--- src/rtl/pb_pkg.sv ---
// Shared definitions for the protobuf varint field scheduler.
// Holds the field/key/value widths, the varint wire type and the
// scheduler state encoding used by pb_field_sched.
package pb_pkg;

  localparam int FIELD_ID_W       = 29;
  localparam int KEY_W            = 32;
  localparam int VALUE_W          = 64;
  localparam int VARINT_MAX_BYTES = 10;

  localparam logic [2:0] WT_VARINT = 3'd0;

  typedef enum logic [1:0] {
    IDLE = 2'd0,
    HDR  = 2'd1,
    VAL  = 2'd2
  } pb_sched_state_t;

  // sint64 mapping: small magnitudes of either sign become small unsigned values.
  function automatic logic [VALUE_W-1:0] zigzag64(input logic [VALUE_W-1:0] v);
    return (v << 1) ^ {VALUE_W{v[VALUE_W-1]}};
  endfunction

endpackage

--- src/rtl/pb_rr_arbiter.sv ---
// Combinational round-robin arbiter.
// Searches req from index ptr upward with wrap and returns the first set bit.
// Ports:
//   req       in  N   request vector
//   ptr       in  PW  search start index (0..N-1)
//   grant     out N   one-hot grant (all zero when no request)
//   grant_idx out PW  encoded index of the granted bit (0 when no request)
//   any       out 1   at least one request present
module pb_rr_arbiter #(
  parameter int N  = 4,
  parameter int PW = (N > 1) ? $clog2(N) : 1
) (
  input  logic [N-1:0]  req,
  input  logic [PW-1:0] ptr,
  output logic [N-1:0]  grant,
  output logic [PW-1:0] grant_idx,
  output logic          any
);

  always_comb begin
    int j;
    grant     = '0;
    grant_idx = '0;
    any       = 1'b0;
    for (int k = 0; k < N; k++) begin
      j = int'(ptr) + k;
      if (j >= N) j = j - N;
      if (!any && req[j]) begin
        any       = 1'b1;
        grant[j]  = 1'b1;
        grant_idx = PW'(j);
      end
    end
  end

endmodule

--- src/rtl/pb_field_sched.sv ---
// Protobuf varint field scheduler.
// Round-robin picks one of NUM_REQ requesters, captures its field id and
// value, then streams the key varint ({field_id, wire type 0}) followed by
// the value varint, one byte per accepted cycle.
// Build option: define PB_ZIGZAG_EN to zigzag-encode values from requesters
// that flag req_signed; without it req_signed has no effect.
// Ports:
//   clk, rst_n    clock, asynchronous active-low reset
//   req_valid     per-requester request, held until req_ready
//   req_ready     one-hot capture pulse (combinational, IDLE only)
//   req_field_id  packed field ids, slice i = [29*i +: 29]
//   req_value     packed values,    slice i = [64*i +: 64]
//   req_signed    per-requester sint64 flag
//   out_valid/out_ready/out_byte  byte stream handshake
//   out_sop       first key byte of a field
//   out_last      final value byte of a field
//   busy          scheduler not idle
module pb_field_sched
  import pb_pkg::*;
#(
  parameter int NUM_REQ = 4
) (
  input  logic                          clk,
  input  logic                          rst_n,
  input  logic [NUM_REQ-1:0]            req_valid,
  output logic [NUM_REQ-1:0]            req_ready,
  input  logic [NUM_REQ*FIELD_ID_W-1:0] req_field_id,
  input  logic [NUM_REQ*VALUE_W-1:0]    req_value,
  input  logic [NUM_REQ-1:0]            req_signed,
  output logic                          out_valid,
  input  logic                          out_ready,
  output logic [7:0]                    out_byte,
  output logic                          out_sop,
  output logic                          out_last,
  output logic                          busy
);

  localparam int PW = (NUM_REQ > 1) ? $clog2(NUM_REQ) : 1;

  pb_sched_state_t      state_q, state_d;
  logic [PW-1:0]        rr_ptr_q;
  logic [VALUE_W-1:0]   sr_q;
  logic [VALUE_W-1:0]   val_q;
  logic                 first_q;   // next HDR byte is the first of the field

  logic [NUM_REQ-1:0]   gnt;
  logic [PW-1:0]        gnt_idx;
  logic                 gnt_any;
  logic                 more;
  logic                 accept;
  logic                 take;

  logic [FIELD_ID_W-1:0] gnt_fid;
  logic [VALUE_W-1:0]    gnt_raw;
  logic                  gnt_sgn;
  logic [VALUE_W-1:0]    gnt_val;

  pb_rr_arbiter #(.N(NUM_REQ), .PW(PW)) u_arb (
    .req       (req_valid),
    .ptr       (rr_ptr_q),
    .grant     (gnt),
    .grant_idx (gnt_idx),
    .any       (gnt_any)
  );

  assign more    = |sr_q[VALUE_W-1:7];
  assign accept  = out_valid && out_ready;
  assign take    = (state_q == IDLE) && gnt_any;

  assign gnt_fid = req_field_id[FIELD_ID_W*gnt_idx +: FIELD_ID_W];
  assign gnt_raw = req_value[VALUE_W*gnt_idx +: VALUE_W];

`ifdef PB_ZIGZAG_EN
  assign gnt_sgn = req_signed[gnt_idx];
`else
  // Signed flag is accepted on the port but never alters the value here.
  assign gnt_sgn = 1'b0 && req_signed[gnt_idx];
`endif

  assign gnt_val = gnt_sgn ? zigzag64(gnt_raw) : gnt_raw;

  // State register
  always_ff @(posedge clk or negedge rst_n) begin
    if (!rst_n) state_q <= IDLE;
    else        state_q <= state_d;
  end

  // Next-state logic
  always_comb begin
    state_d = state_q;
    unique case (state_q)
      IDLE:    if (gnt_any) state_d = HDR;
      HDR:     if (accept && !more) state_d = VAL;
      VAL:     if (accept && !more) state_d = IDLE;
      default: state_d = IDLE;
    endcase
  end

  // Output logic; the byte is a pure function of held state, so a stall
  // keeps byte/sop/last stable without extra registers.
  always_comb begin
    req_ready = '0;
    out_valid = 1'b0;
    out_byte  = 8'h00;
    out_sop   = 1'b0;
    out_last  = 1'b0;
    busy      = 1'b0;
    unique case (state_q)
      IDLE: req_ready = gnt;
      HDR: begin
        out_valid = 1'b1;
        busy      = 1'b1;
        out_byte  = {more, sr_q[6:0]};
        out_sop   = first_q;
      end
      VAL: begin
        out_valid = 1'b1;
        busy      = 1'b1;
        out_byte  = {more, sr_q[6:0]};
        out_last  = !more;
      end
      default: ;
    endcase
  end

  // Datapath: capture on grant, shift 7 bits per accepted byte, swap in the
  // value once the key is exhausted.
  always_ff @(posedge clk or negedge rst_n) begin
    if (!rst_n) begin
      rr_ptr_q <= '0;
      sr_q     <= '0;
      val_q    <= '0;
      first_q  <= 1'b0;
    end else if (take) begin
      val_q    <= gnt_val;
      sr_q     <= {{(VALUE_W-KEY_W){1'b0}}, gnt_fid, WT_VARINT};
      rr_ptr_q <= (gnt_idx == PW'(NUM_REQ-1)) ? '0 : gnt_idx + 1'b1;
      first_q  <= 1'b1;
    end else if (accept) begin
      first_q <= 1'b0;
      if (more)                 sr_q <= sr_q >> 7;
      else if (state_q == HDR)  sr_q <= val_q;
      else                      sr_q <= '0;
    end
  end

endmodule

--- config.mk ---
export PLATFORM = sky130hd
export DESIGN_NAME = pb_field_sched
export DESIGN_NICKNAME = d
export VERILOG_FILES = /design/src/rtl/pb_pkg.sv /design/src/rtl/pb_rr_arbiter.sv /design/src/rtl/pb_field_sched.sv
export SDC_FILE = /design/constraint.sdc
export NUM_CORES = 1
export LEC_CHECK = 0
export ABC_AREA = 1
export ABC_CLOCK_PERIOD_IN_PS = 3460
export CAP_MARGIN = 30
export CORE_MARGIN = 8
export CORE_UTILIZATION = 47
export CTS_CLUSTER_DIAMETER = 100
export DETAILED_ROUTE_END_ITERATION = 8
export DONT_BUFFER_PORTS = 1
export PLACE_DENSITY = 0.69
export SLEW_MARGIN = 20
export SYNTH_ARGS = -nofsm -noshare
export SYNTH_HDL_FRONTEND = slang
export SYNTH_HIERARCHICAL = 1
export SYNTH_SLANG_ARGS = --single-unit
--- constraint.sdc ---
create_clock -name clk -period 3.46 [get_ports clk]
set_input_delay 0.865 -clock clk [delete_from_list [all_inputs] [get_ports clk]]
set_output_delay 0.865 -clock clk [all_outputs]
set_load 0.02 [all_outputs]
==> flow_metrics.py, run 1 <==
metrics = {
    "clock_tree": {
        "cts_tree": "built",
        "clock-sinks": 133,
        "htree_levels": 4,
        "path_clk_slew_ps": 60,
        "post_cts_resized": 0,
        "clockRootBuffer": "clkbuf_16",
        "holdBufCountCts": 0,
        "cts_buffer_depth": 2,
        "numCtsBuffers": 17,
        "insertion_delay_ps": 420,
        "cts_setup_buffers": 0,
    },
    "place": {
        "pre_cts_slack_ps": 444,
        "port_buffers": 0,
        "place_congestion": 0.880,
        "dp_hpwl_um": 23100,
    },
    "logic_synthesis": {
        "synth_area_leaders": "dfrtp_1, nor2_1, o21ai_0",
        "synth_ff_type": "dfrtp_1",
        "synth_xor_area_frac": 0,
        "synth_top_family_by_area": "simple AND/OR/NAND/NOR gates",
        "ys_top_cells_by_count": "nor2_1, nand2_1, o21ai_0",
        "yosysTopAreaCellShare": 0.352,
        "synth_compound_area_frac": 0.211,
        "avgSynthCellArea_um2": 6.44,
        "syn_area_mm2": 0.00946,
        "synthSimpleGateAreaFrac": 0.325,
        "synth_fa_ha_area_frac": 0.0185,
        "synthMuxAreaShare": 0,
        "ys_seq_area_frac": 0.352,
        "syn_inst": 1469,
        "synthArstFlopShare": 1.00,
        "synth_fp_nets": 1866,
        "yosysUniqueCellTypes": 33,
        "synth_edf_count": 0,
        "yosysMostFrequentCell": "nor2_1",
        "synth_top_area_cell": "dfrtp_1",
        "ys.warnings.count": 6,
        "ys_seq_elements": 133,
    },
    "sta": {
        "relSlewSlack": 0.605,
        "worst_slew_pin_slew_ps": 591,
        "final_hold_viol_count": 0,
        "fin_crit_ps": 3190,
        "fin_skew_ps": 8.92,
        "fin_ws_ps": 269,
        "maxSlewViolCount": 0,
        "rsz0062_at_grt": "no",
        "setup_viol": 0,
        "finalCritPeriodShare": 0.922,
        "tns_ps": 0,
        "max_freq_mhz": 313,
        "hold_slack_ps": 144,
    },
    "global_route": {
        "antenna_found_initial": 0,
        "grt_pass1_wl_um": 47000,
        "track_usage": 0.238,
        "grt_max_degree": 134,
        "overflow": 0,
        "grt_pass1_vias": 9013,
    },
    "worst_setup_path": {
        "critPathCaptureType": "output pin",
        "reg2reg_depth": 12,
        "rr_startpoint": "rr_ptr_q[1]",
        "reg2reg_slack_ps": 470,
        "critPathMaxFanout": 7,
        "cp.arrival_ps": 2330,
        "timing.rr.end": "val_q[40]",
        "cp-start-kind": "flop",
        "crit_type": "reg2out",
        "required_ps": 2590,
    },
    "power": {
        "power_mw": 14.8,
        "max-vdd-ir-drop_mv": 0.896,
        "cellPowerDensity_mw_per_mm2": 1440,
        "leakagePower_nw": 4.82,
    },
    "floorplanning": {
        "initial_utilization": 0.474,
        "core_area_mm2": 0.0200,
        "ios": 399,
        "die_x_um": 158,
        "dieHeight_um": 158,
        "num_rows": 52,
        "dieArea_mm2": 0.0249,
    },
    "routing": {
        "dr.pass1.iters": 8,
        "wirelength_um": 30600,
        "wire_per_inst_um": 18.1,
        "dr_total_vias": 9453,
        "first_iter_violations": 730,
        "drc": 0,
        "ant_nets": 0,
        "avgViaCountPerCell": 5.60,
    },
    "run": {
        "maxCapViolCount": 0,
    },
    "outcome": {
        "status": "finished, final reports clean",
    },
    "final_layout": {
        "n_fill_cell": 2075,
        "diodes": 0,
        "drive_gt1_frac": 0.0628,
        "area_growth_pct": 8.77,
        "nets": 1802,
    },
    "hold_path": {
        "hp-class": "in2async",
    },
}
-- logic make-up (layout without fill, tap and decap cells) --
logic type | Yosys count | count (layout)
AOI/OAI and AO/OA | 344 | 344
adders and majority gates | 14 | 14
buffers and inverters | 213 | 161
DFF | 133 | 133
and+or+nand+nor | 765 | 765
-- layout make-up --
cell class,count,area (um2),area share
Clock buffer,23,478,0.0465
Sequential cell,133,3330,0.323
Inverter,105,399,0.0388
Multi-Input combinational cell,1123,5270,0.513
Timing Repair Buffer,25,300,0.0292
Clock inverter,8,171,0.0167
Tap cell,270,338,0.0328
-- placed cells by master, fill, tap and decap left out, types with 10 or more instances in the layout --
master	instances
a21oi_1	25
a31oi_1	57
buf_4	16
clkbuf_16	17
dfrtp_1	133
ha_1	13
inv_1	99
nand2_1	248
nand3_1	79
nor2_1	406
o21ai_0	193
o21ai_1	15
o221ai_1	19
o22ai_1	10
-- power by group --
group,total [mW],internal [mW],switching (mW)
clock,1.99,1.33,0.660
sequential,2.59,2.25,0.340
combinational,10.2,3.39,6.84
total,14.8,6.97,7.84
-- state kept, by name, indices dropped and copies added (netlist names) --
signal / flops
first_q: 1
rr_ptr_q: 2
val_q: 64
state_q: 2
sr_q: 64
-- how the worst max path moves through the flow --
| stage | start | end | depth (start not counted) |
|---|---|---|---|
| 6_report | rr_ptr_q[1] | req_ready[3] | 10 |
| 5_1_grt | rr_ptr_q[1] | req_ready[0] | 10 |
| 4_1_cts | rr_ptr_q[1] | req_ready[0] | 10 |
| 3_5_place_dp | req_valid[3] | val_q[32] | 11 |
| 3_3_place_gp | req_valid[1] | val_q[32] | 11 |
| 2_1_floorplan | rr_ptr_q[0] | sr_q[27] | 17 |
-- worst max-delay path: stages, from the launching register on --
cell and delay [ps]:
dfrtp_1 340, inv_1 130, ha_1 400, inv_1 100, nand3_1 90, nand2_1 50
nor2_1 310, a21oi_1 140, nand3_1 110, nand2_1 50, inv_1 190
-- metrics by stage --
step,util,instances,instance area (um2)
floorplan,-,1469,9460
global placement,0.483,1656,9640
detailed placement,0.483,1656,9640
CTS,0.515,1687,10300
global route,0.515,1687,10300
finish,0.515,1687,10300
-- layer usage --
layer | wire (um) | vias to the layer above | global-route usage
li1 | - | 4683 | -
met1 | 13700 | 4329 | 0.320
met2 | 14200 | 410 | 0.383
met3 | 2240 | 31 | 0.0461
met4 | 447 | 0 | 0.0671
met5 | 0 | - | 0
Power figures use the tool's default switching activity.
==> inputs of run 2 (changes only) <==
CORE_ASPECT_RATIO = 0.8   (was not set)
==> run 2 against run 1 <==
Power is 1.7% lower. Largest cell class unchanged. Non-clock buffer count is 4 higher. Clock-buffer cell count stayed put. First-iteration DRC count is 0.96% lower. Critical path depth is 1 higher. Largest power group unchanged. Cell area is 1.0% lower. Highest routed layer unchanged. Critical endpoint is now req_ready[2]. Clock power is 16% lower. Utilization is 0.081 points lower. Sequential power hardly changed.
==> flow_metrics.py, run 2 (same netlist as run 1, synthesis figures left out) <==
metrics = {
    "sta": {
        "fin_crit_ps": 3210,
        "setup_viol": 0,
        "rsz0062_at_grt": "no",
        "final_hold_viol_count": 0,
        "tns_ps": 0,
        "maxSlewViolCount": 0,
        "fin_skew_ps": 9.86,
        "hold_slack_ps": 139,
        "relSlewSlack": 0.604,
        "max_freq_mhz": 311,
        "finalCritPeriodShare": 0.929,
        "worst_slew_pin_slew_ps": 595,
        "fin_ws_ps": 247,
    },
    "floorplanning": {
        "dieArea_mm2": 0.0249,
        "initial_utilization": 0.478,
        "dieHeight_um": 143,
        "die_x_um": 175,
        "num_rows": 46,
        "core_area_mm2": 0.0198,
        "ios": 399,
    },
    "global_route": {
        "antenna_found_initial": 0,
        "grt_max_degree": 134,
        "overflow": 0,
        "grt_pass1_wl_um": 49500,
        "grt_pass1_vias": 9101,
        "track_usage": 0.246,
    },
    "worst_setup_path": {
        "timing.rr.end": "sr_q[23]",
        "reg2reg_slack_ps": 350,
        "required_ps": 2590,
        "max_stage_delay_ps": 450,
        "critPathBufInv": 4,
        "reg2reg_depth": 15,
        "rr_startpoint": "rr_ptr_q[1]",
        "crit_type": "reg2out",
        "critPathMaxFanout": 8,
        "worst_path_most_repeated_cell": "inv_1",
        "crit_path_cell_trace": "inv_1, ha_4, inv_1, nand3_1, nand2_1, nor2_1, buf_4, a21oi_1, nand3_1, nand2_1, inv_1",
        "cp.arrival_ps": 2350,
        "slowest_stage": "dfrtp_2",
        "cp_top_family": "buffers and inverters",
        "critPathCaptureType": "output pin",
        "cp-start-kind": "flop",
    },
    "final_layout": {
        "nets": 1806,
        "final_common_cell": "nor2_1",
        "diodes": 0,
        "n_fill_cell": 2041,
        "reg_top3": "sr_q: 64 flops, val_q: 64 flops",
        "final_cell_mix": "nor2_1, nand2_1, o21ai_0",
        "area_growth_pct": 7.65,
        "drive_gt1_frac": 0.0690,
        "instances_no_fill": 1685,
    },
    "place": {
        "port_buffers": 0,
        "pre_cts_slack_ps": 120,
        "place_inst": 1651,
        "dp_hpwl_um": 24400,
        "place_congestion": 0.877,
    },
    "clock_tree": {
        "holdBufCountCts": 0,
        "clock-sinks": 133,
        "htree_levels": 4,
        "cts_buffer_depth": 2,
        "path_clk_slew_ps": 60,
        "insertion_delay_ps": 420,
        "cts_tree": "built",
        "clockRootBuffer": "clkbuf_16",
        "numCtsBuffers": 17,
    },
    "power": {
        "power_mw": 14.6,
        "cellPowerDensity_mw_per_mm2": 1430,
        "max-vdd-ir-drop_mv": 0.896,
        "leakagePower_nw": 4.77,
    },
    "routing": {
        "avgViaCountPerCell": 5.65,
        "dr_total_vias": 9527,
        "drc": 0,
        "first_iter_violations": 723,
        "wl_met3_um": 2450,
        "wl_met1_um": 14000,
        "ant_nets": 0,
        "wl_met2_um": 15300,
        "dr.pass1.iters": 5,
        "wirelength_um": 32200,
        "top_layer_used": "met4",
        "wire_per_inst_um": 19.1,
    },
    "outcome": {
        "status": "finished, final reports clean",
    },
    "hold_path": {
        "hp-class": "in2async",
    },
    "run": {
        "maxCapViolCount": 0,
    },
}
## run 2: cell types whose count changed in the layout (fill, tap and decap cells not counted), moves of 3 or more
| cell | delta |
|---|---|
| buf_4 | +7 |
| buf_12 | -3 |
| bufinv_16 | -5 |
| clkinv_2 | +4 |
## run 2: how the worst max path moves through the flow
| stage | startpoint | end | slack [ps] | cells after the start |
|---|---|---|---|---|
| 3_5_place_dp | rr_ptr_q[0] | sr_q[22] | 120 | 14 |
| 6_report | rr_ptr_q[1] | req_ready[2] | 250 | 11 |
| 5_1_grt | rr_ptr_q[1] | req_ready[1] | 40 | 11 |
| 3_3_place_gp | rr_ptr_q[0] | sr_q[30] | 200 | 14 |
| 2_1_floorplan | rr_ptr_q[0] | sr_q[27] | 660 | 17 |
| 4_1_cts | rr_ptr_q[0] | req_ready[2] | 30 | 11 |
## run 2: area by class of cell
cell class	count	area, um2	share of cell area
flip-flops and latches	133	3330	0.327
clock buffers	23	488	0.0479
clock inverters	8	51.3	0.00504
multi-input cells	1123	5290	0.519
inverters	105	400	0.0393
repair buffers	29	293	0.0288
well taps	264	330	0.0324
## run 2: worst reg2reg max path, stage by stage (launching register included)
cell and delay, ps:
dfrtp_2 470, inv_1 250, ha_4 270, inv_1 110, nand3_1 90, nand2_1 60
nor2_1 60, buf_4 150, a21oi_1 210, nand3_4 120, clkinv_2 140, buf_4 340
o21ai_0 160, o22ai_1 390, a22oi_1 120, o21ai_1 100
## run 2: power breakdown
part	internal [mW]	leakage (nW)	switching (mW)	total, mW
clock	0.983	0.261	0.683	1.67
sequential	2.25	1.60	0.360	2.61
combinational	3.39	2.91	6.89	10.3
total	6.63	4.77	7.94	14.6
## run 2: what timing repair did
item / in CTS / in global routing
buffers inserted: 0 / 3
gates resized for setup: 0 / 4
hold endpoints to repair: 0 / 0
endpoints found under the setup margin: 0 / 58
## run 2: stage by stage
stage,util,instance area [um2]
floorplan,-,9460
global placement,0.485,9600
detailed placement,0.485,9600
CTS,0.512,10100
global route,0.514,10200
finish,0.514,10200
## run 2: per-layer routing
metal | vias to the layer above | GRT usage
li1 | 4688 | -
met1 | 4374 | 0.325
met2 | 420 | 0.401
met3 | 45 | 0.0604
met4 | 0 | 0.0606
met5 | - | 0
==> RTL change 1, RTL diff (config.mk and constraints of run 2) <==
The 3 states of `pb_sched_state_t` get a one-hot encoding in 3 bits.
--- a/src/rtl/pb_pkg.sv
+++ b/src/rtl/pb_pkg.sv
@@ -10,10 +10,10 @@
 
   localparam logic [2:0] WT_VARINT = 3'd0;
 
-  typedef enum logic [1:0] {
-    IDLE = 2'd0,
-    HDR  = 2'd1,
-    VAL  = 2'd2
+  typedef enum logic [2:0] {
+    IDLE = 3'b001,
+    HDR  = 3'b010,
+    VAL  = 3'b100
   } pb_sched_state_t;
 
   // sint64 mapping: small magnitudes of either sign become small unsigned values.
Formal check against the unedited RTL: same outputs for any inputs over 4 cycles, from zero or initial values and one cycle with rst_n low; so few cycles prove little.
==> RTL change 1 against run 2 <==
Area after synthesis up 4.3%. Fmax down 1.8%. Wire length up 0.45%. Design area up 4.7%. Clock skew up 0.0014 ns. Total power down 2.2%. Worst setup slack worse by 0.059 ns. Sequential cell count up 1. Largest cell class unchanged.
==> RTL change 1: results (changes against run 2) <==
Outcome
  • Status: finished, final reports clean

Synthesis
  • Asr flop ratio synth: 100% (unchanged)
  • Area contributors post-synth: dfrtp_1 (34%), nor2_1 (14%), nand2_1 (14%)
  • Synth warn: 6 (unchanged)
  • Unique masters post-synth: 31 (-6.1%)
  • Synth Flop Type: dfrtp_1
  • Seq/Total Area, Yosys: 34.0% (-1.2 points)
  • Post-synth EDFFs: 0 (unchanged)
  • Synth top cells by count: nor2_1 (364), nand2_1 (361), nand3_1 (225)
  • Post-Syn Nets: 1,995 (+6.9%)

Global routing
  • Vias in the first global route: 9,751 (+7.1%)
  • First-pass GRT wire length: 50,900 um (+2.9%)
  • Total GRT Usage: 24.3% (-0.36 points)
  • Largest net degree at the start of global routing: 135 (+0.75%)
  • Initial antenna violation count: 0 (unchanged)

CTS
  • Postcts setup bufs: 0 (unchanged)
  • Clock latency on the worst-skew pair: 0.41 ns
  • Clk root buf: clkbuf_16
  • Num CTS Buffers: 17 (unchanged)
  • Post_cts resized: 0 (unchanged)
  • Clk buf depth: 2 (unchanged)
  • H-tree Lvls: 4 (unchanged)
  • Worst-path clk slew: 0.06 ns (about the same)

Worst setup path
  • Reg2Reg Depth: 14 (-1)
  • Setup slack, reg-to-reg: 0.62 ns (+0.27 ns)
  • Critical Path AT: 2.41 ns (+0.06 ns)
  • Worst-path maximum fanout: 6 (-2)
  • Worst flop-to-flop path startpoint: rr_ptr_q[1]
  • FF-to-FF End: val_q[47]

Detailed routing
  • Detailed-route via count: 10,100 (+6.2%)
  • Pre-antenna DRT Iters: 5 (unchanged)
  • Met2 routed WL: 15,600 um (+1.9%)
  • Met1 WL: 13,900 um (-0.94%)
  • DR top layer: met4
  • Drt first-iter violations: 835 (+15%)
  • Met3 wire len: 2310 um (-5.6%)
  • Post-Route WL: 32,400 um (+0.45%)

Place
  • Placed Area: 0.0101 sq mm (+4.9%)
  • DP Wirelength: 24,000 um (-1.6%)
  • RePlAce Congestion: 0.852 (-2.9%)
  • Port bufs: 0 (unchanged)

Power
  • Leakage Power: 5.01 nW (+5.1%)
  • Max VDD drop: 1.30 mV (+45%)

Min path
  • Class of the worst hold path: input pin to asynchronous set/reset pin

Finish
  • NumNets Final: 1,930 (+6.9%)
  • Share of layout cells above drive strength 1: 5.94% (-0.96 points)
  • N_diodes: 0 (unchanged)
  • Largest registers: sr_q x64, val_q x64, state_q x3

Timing
  • Clock skew: 0.0113 ns (+0.00142 ns)
  • Measured slew at the worst slew-check pin: 0.704 ns (+0.110 ns)
  • Hold WS: 0.151 ns (+0.0120 ns)
RTL change 1: cell count changes after synthesis, sizes merged, moves of 19 or more:
cell / change
o21ai: -47
nand2: +114
nor2: -43
nand3: +144
buf: +27
o221ai: -19
RTL change 1: metal layers:
metal / vias to the layer above / GRT usage [%]
met4: 0 / 6.53
li1: 5042 / -
met5: - / 0
met3: 43 / 5.47
met1: 4616 / 32.0
met2: 418 / 39.3
RTL change 1: cell type report:
type / count / area (sq um)
Timing Repair Buffer: 34 / 355
Inverter: 121 / 463
Clock buffer: 23 / 468
Clock inverter: 8 / 124
Fill cell: 2116 / 9980
Tap cell: 269 / 337
Multi-Input combinational cell: 1230 / 5560
Sequential cell: 134 / 3350
RTL change 1: worst max-delay path, stage by stage (launching register included):
cell and delay, ns:
dfrtp_1 0.34, inv_1 0.06, ha_1 0.36, inv_1 0.12, nand3_1 0.09, nand2_1 0.06
nor2_1 0.36, a21oi_1 0.12, nand3_1 0.10, inv_1 0.04, nor2_1 0.34
RTL change 1: through the flow:
stage | worst slack, ns | std cells
4_1_cts | 0.201 | 1819
3_3_place_gp | 0.438 | 1788
6_report | 0.188 | 1819
2_1_floorplan | 0.634 | 1603
3_5_place_dp | 0.469 | 1788
5_1_grt | 0.00997 | 1819
RTL change 1: kinds of logic (layout without fill, tap and decap cells):
| kind of cell | Yosys count | count (layout) | synth area share, % |
|---|---|---|---|
| AO/OA/AOI/OAI | 245 | 245 | 13.5 |
| adder cells (fa/ha/maj) | 9 | 9 | 1.14 |
| buffers and inverters | 239 | 186 | 10.1 |
| flip-flops | 134 | 134 | 34.0 |
| AND/OR/NAND/NOR | 976 | 976 | 41.2 |
RTL change 1: power by group:
group | total, W | switching, W | internal [W]
Sequential | 0.00253 | 0.000309 | 0.00222
Combinational | 0.00988 | 0.00662 | 0.00326
Clock | 0.00183 | 0.000665 | 0.00117
RTL change 1: worst max-delay path by stage:
| stage | start | end | slack, ns | depth (start not counted) |
|---|---|---|---|---|
| after floorplan | rr_ptr_q[0] | req_ready[0] | 0.63 | 10 |
| after detailed placement | req_valid[3] | val_q[47] | 0.47 | 13 |
| after CTS | rr_ptr_q[1] | req_ready[3] | 0.20 | 10 |
| final | rr_ptr_q[1] | req_ready[0] | 0.19 | 10 |
| after global placement | req_valid[3] | req_ready[3] | 0.44 | 9 |
| after global routing | rr_ptr_q[1] | req_ready[3] | 0.01 | 10 |
==> RTL change 2, RTL diff (config.mk and constraints of run 2) <==
Without the edit above. Build with the macro `PB_ZIGZAG_EN` defined.
--- a/src/rtl/pb_field_sched.sv
+++ b/src/rtl/pb_field_sched.sv
@@ -15,6 +15,8 @@
 //   out_sop       first key byte of a field
 //   out_last      final value byte of a field
 //   busy          scheduler not idle
+`define PB_ZIGZAG_EN
+
 module pb_field_sched
   import pb_pkg::*;
 #(
Behaviour: not the same (a bounded check fails within 4 cycles, from zero or initial values and one cycle with rst_n low).
==> RTL change 2 against run 2 <==
Design area grew 15%. Wire length grew 28%. Final cell count grew 23%. Sequential cell count is the same. Worst setup slack gained 0.10 ns. Area after synthesis grew 16%. Critical path type unchanged. Core utilization shrank 0.94 points. Worst hold slack gained 0.0078 ns. Fmax grew 3.3%.
Power is not shown: default switching activity piles up to over one toggle a cycle in this logic, so the estimate is an artifact.
==> RTL change 2: results (changes against run 2) <==
Finish
  • Data buffer area share: 3.28% (+0.40 points)
  • Most common cell after layout, fill and taps aside: nand2_1
  • Clock buf count: 19 (-17%)
  • Multi-input gates: 1,458 (+30%)
  • Clock buf/inv share: 4.93% (-0.37 points)
  • Fillers: 2,405 (+18%)
  • Multi-input combinational area share: 56.7% (+4.8 points)
  • NumNets Final: 2,142 (+19%)
  • FF/Latch Area: 0.00333 sq mm (about the same)
  • Share of layout cells above drive strength 1: 5.34% (-1.6 points)
  • Count of plain and timing-repair buffers: 36 (+24%)
  • Final Util: 50.5% (-0.94 points)
  • Inverter count: 100 (-4.8%)

Global routing
  • First-pass GRT wire length: 64,700 um (+31%)
  • Total GRT Usage: 28.1% (+3.4 points)
  • Vias in the first global route: 11,500 (+27%)

Worst setup path
  • Worst-path maximum fanout: 13 (+5)
  • Critical Path Max Stage Delay: 0.37 ns (-0.08 ns)
  • Worst path slowest cell: ha_1
  • CP endpoint: req_ready[3]
  • Reg2Reg Depth: 18 (+3)
  • Critical Path AT: 2.25 ns (-0.10 ns)
  • FF-to-FF End: val_q[49]
  • Setup slack, reg-to-reg: 0.39 ns (+0.04 ns)
  • Crit path max-delay family: simple AND/OR/NAND/NOR gates

Timing
  • Measured slew at the worst slew-check pin: 0.835 ns (+0.240 ns)
  • Clock skew: 0.0103 ns (+0.000395 ns)
  • Period utilization: 89.9% (-2.9 points)
  • Hold WS: 0.147 ns (+0.00780 ns)

Synthesis
  • Post-Syn Nets: 2,219 (+19%)
  • Synth Area in Compound Gates: 15.2% (-5.9 points)
  • Seq/Total Area, Yosys: 30.4% (-4.8 points)
  • Synth Area per Inst: 6.01 sq um (-6.6%)
  • Unique masters post-synth: 32 (-3.0%)
  • Synthesized-area fraction occupied by adder cells: 1.48% (-0.37 points)
  • Synth top cells by count: nand2_1 (680), nand3_1 (297), nor2_1 (147)
  • Area contributors post-synth: dfrtp_1 (30%), nand2_1 (23%), nand3_1 (14%)

CTS
  • Post_cts resized: 0 (unchanged)
  • Clk root buf: clkbuf_16
  • Num CTS Buffers: 17 (unchanged)

Detailed routing
  • Routed wire length per instance: 20.0 um (+4.4%)
  • Drt first-iter violations: 1,355 (+87%)
  • Vias/cell: 5.83 (+3.2%)
  • Post-Route WL: 41,400 um (+28%)

Place
  • Placed Cells: 2,039 (+24%)
  • Placed Area: 0.0111 sq mm (+16%)
  • DP Wirelength: 31,600 um (+29%)
  • Setup WS pre-CTS: 0.171 ns (+0.0510 ns)
  • RePlAce Congestion: 0.945 (+7.7%)

Outcome
  • Status: finished, final reports clean

Floorplanning
  • Core area: 0.0231 sq mm (+17%)
## RTL change 2: changes by cell type after synthesis, sizes merged, moves of 7 or more
cell,delta
a21oi,+80
a221o,-7
a32o,+17
buf,+35
clkbuf,-11
nand2,+431
nand3,+216
nor2,-260
o21ai,-100
o221ai,-19
o22ai,-8
## RTL change 2: kinds of logic (layout without fill, tap and decap cells)
logic type	Yosys count	in the layout
flip-flops	133	133
AO/OA/AOI/OAI	296	296
adder cells (fa/ha/maj)	13	13
buffers and inverters	232	168
AND/OR/NAND/NOR	1149	1149
## RTL change 2: worst min path at each step
stage,endpoint,start
2_1_floorplan,val_q[57],val_q[57]
3_3_place_gp,val_q[62],val_q[62]
3_5_place_dp,val_q[57],val_q[57]
4_1_cts,sr_q[31],rst_n
5_1_grt,sr_q[31],rst_n
6_report,sr_q[31],rst_n
## RTL change 2: routing by layer
metal | GRT usage, % | part of all wire [%]
met5 | 0 | 0
met4 | 7.21 | 2.1
met3 | 6.54 | 8.8
met2 | 44.0 | 46
met1 | 38.3 | 43
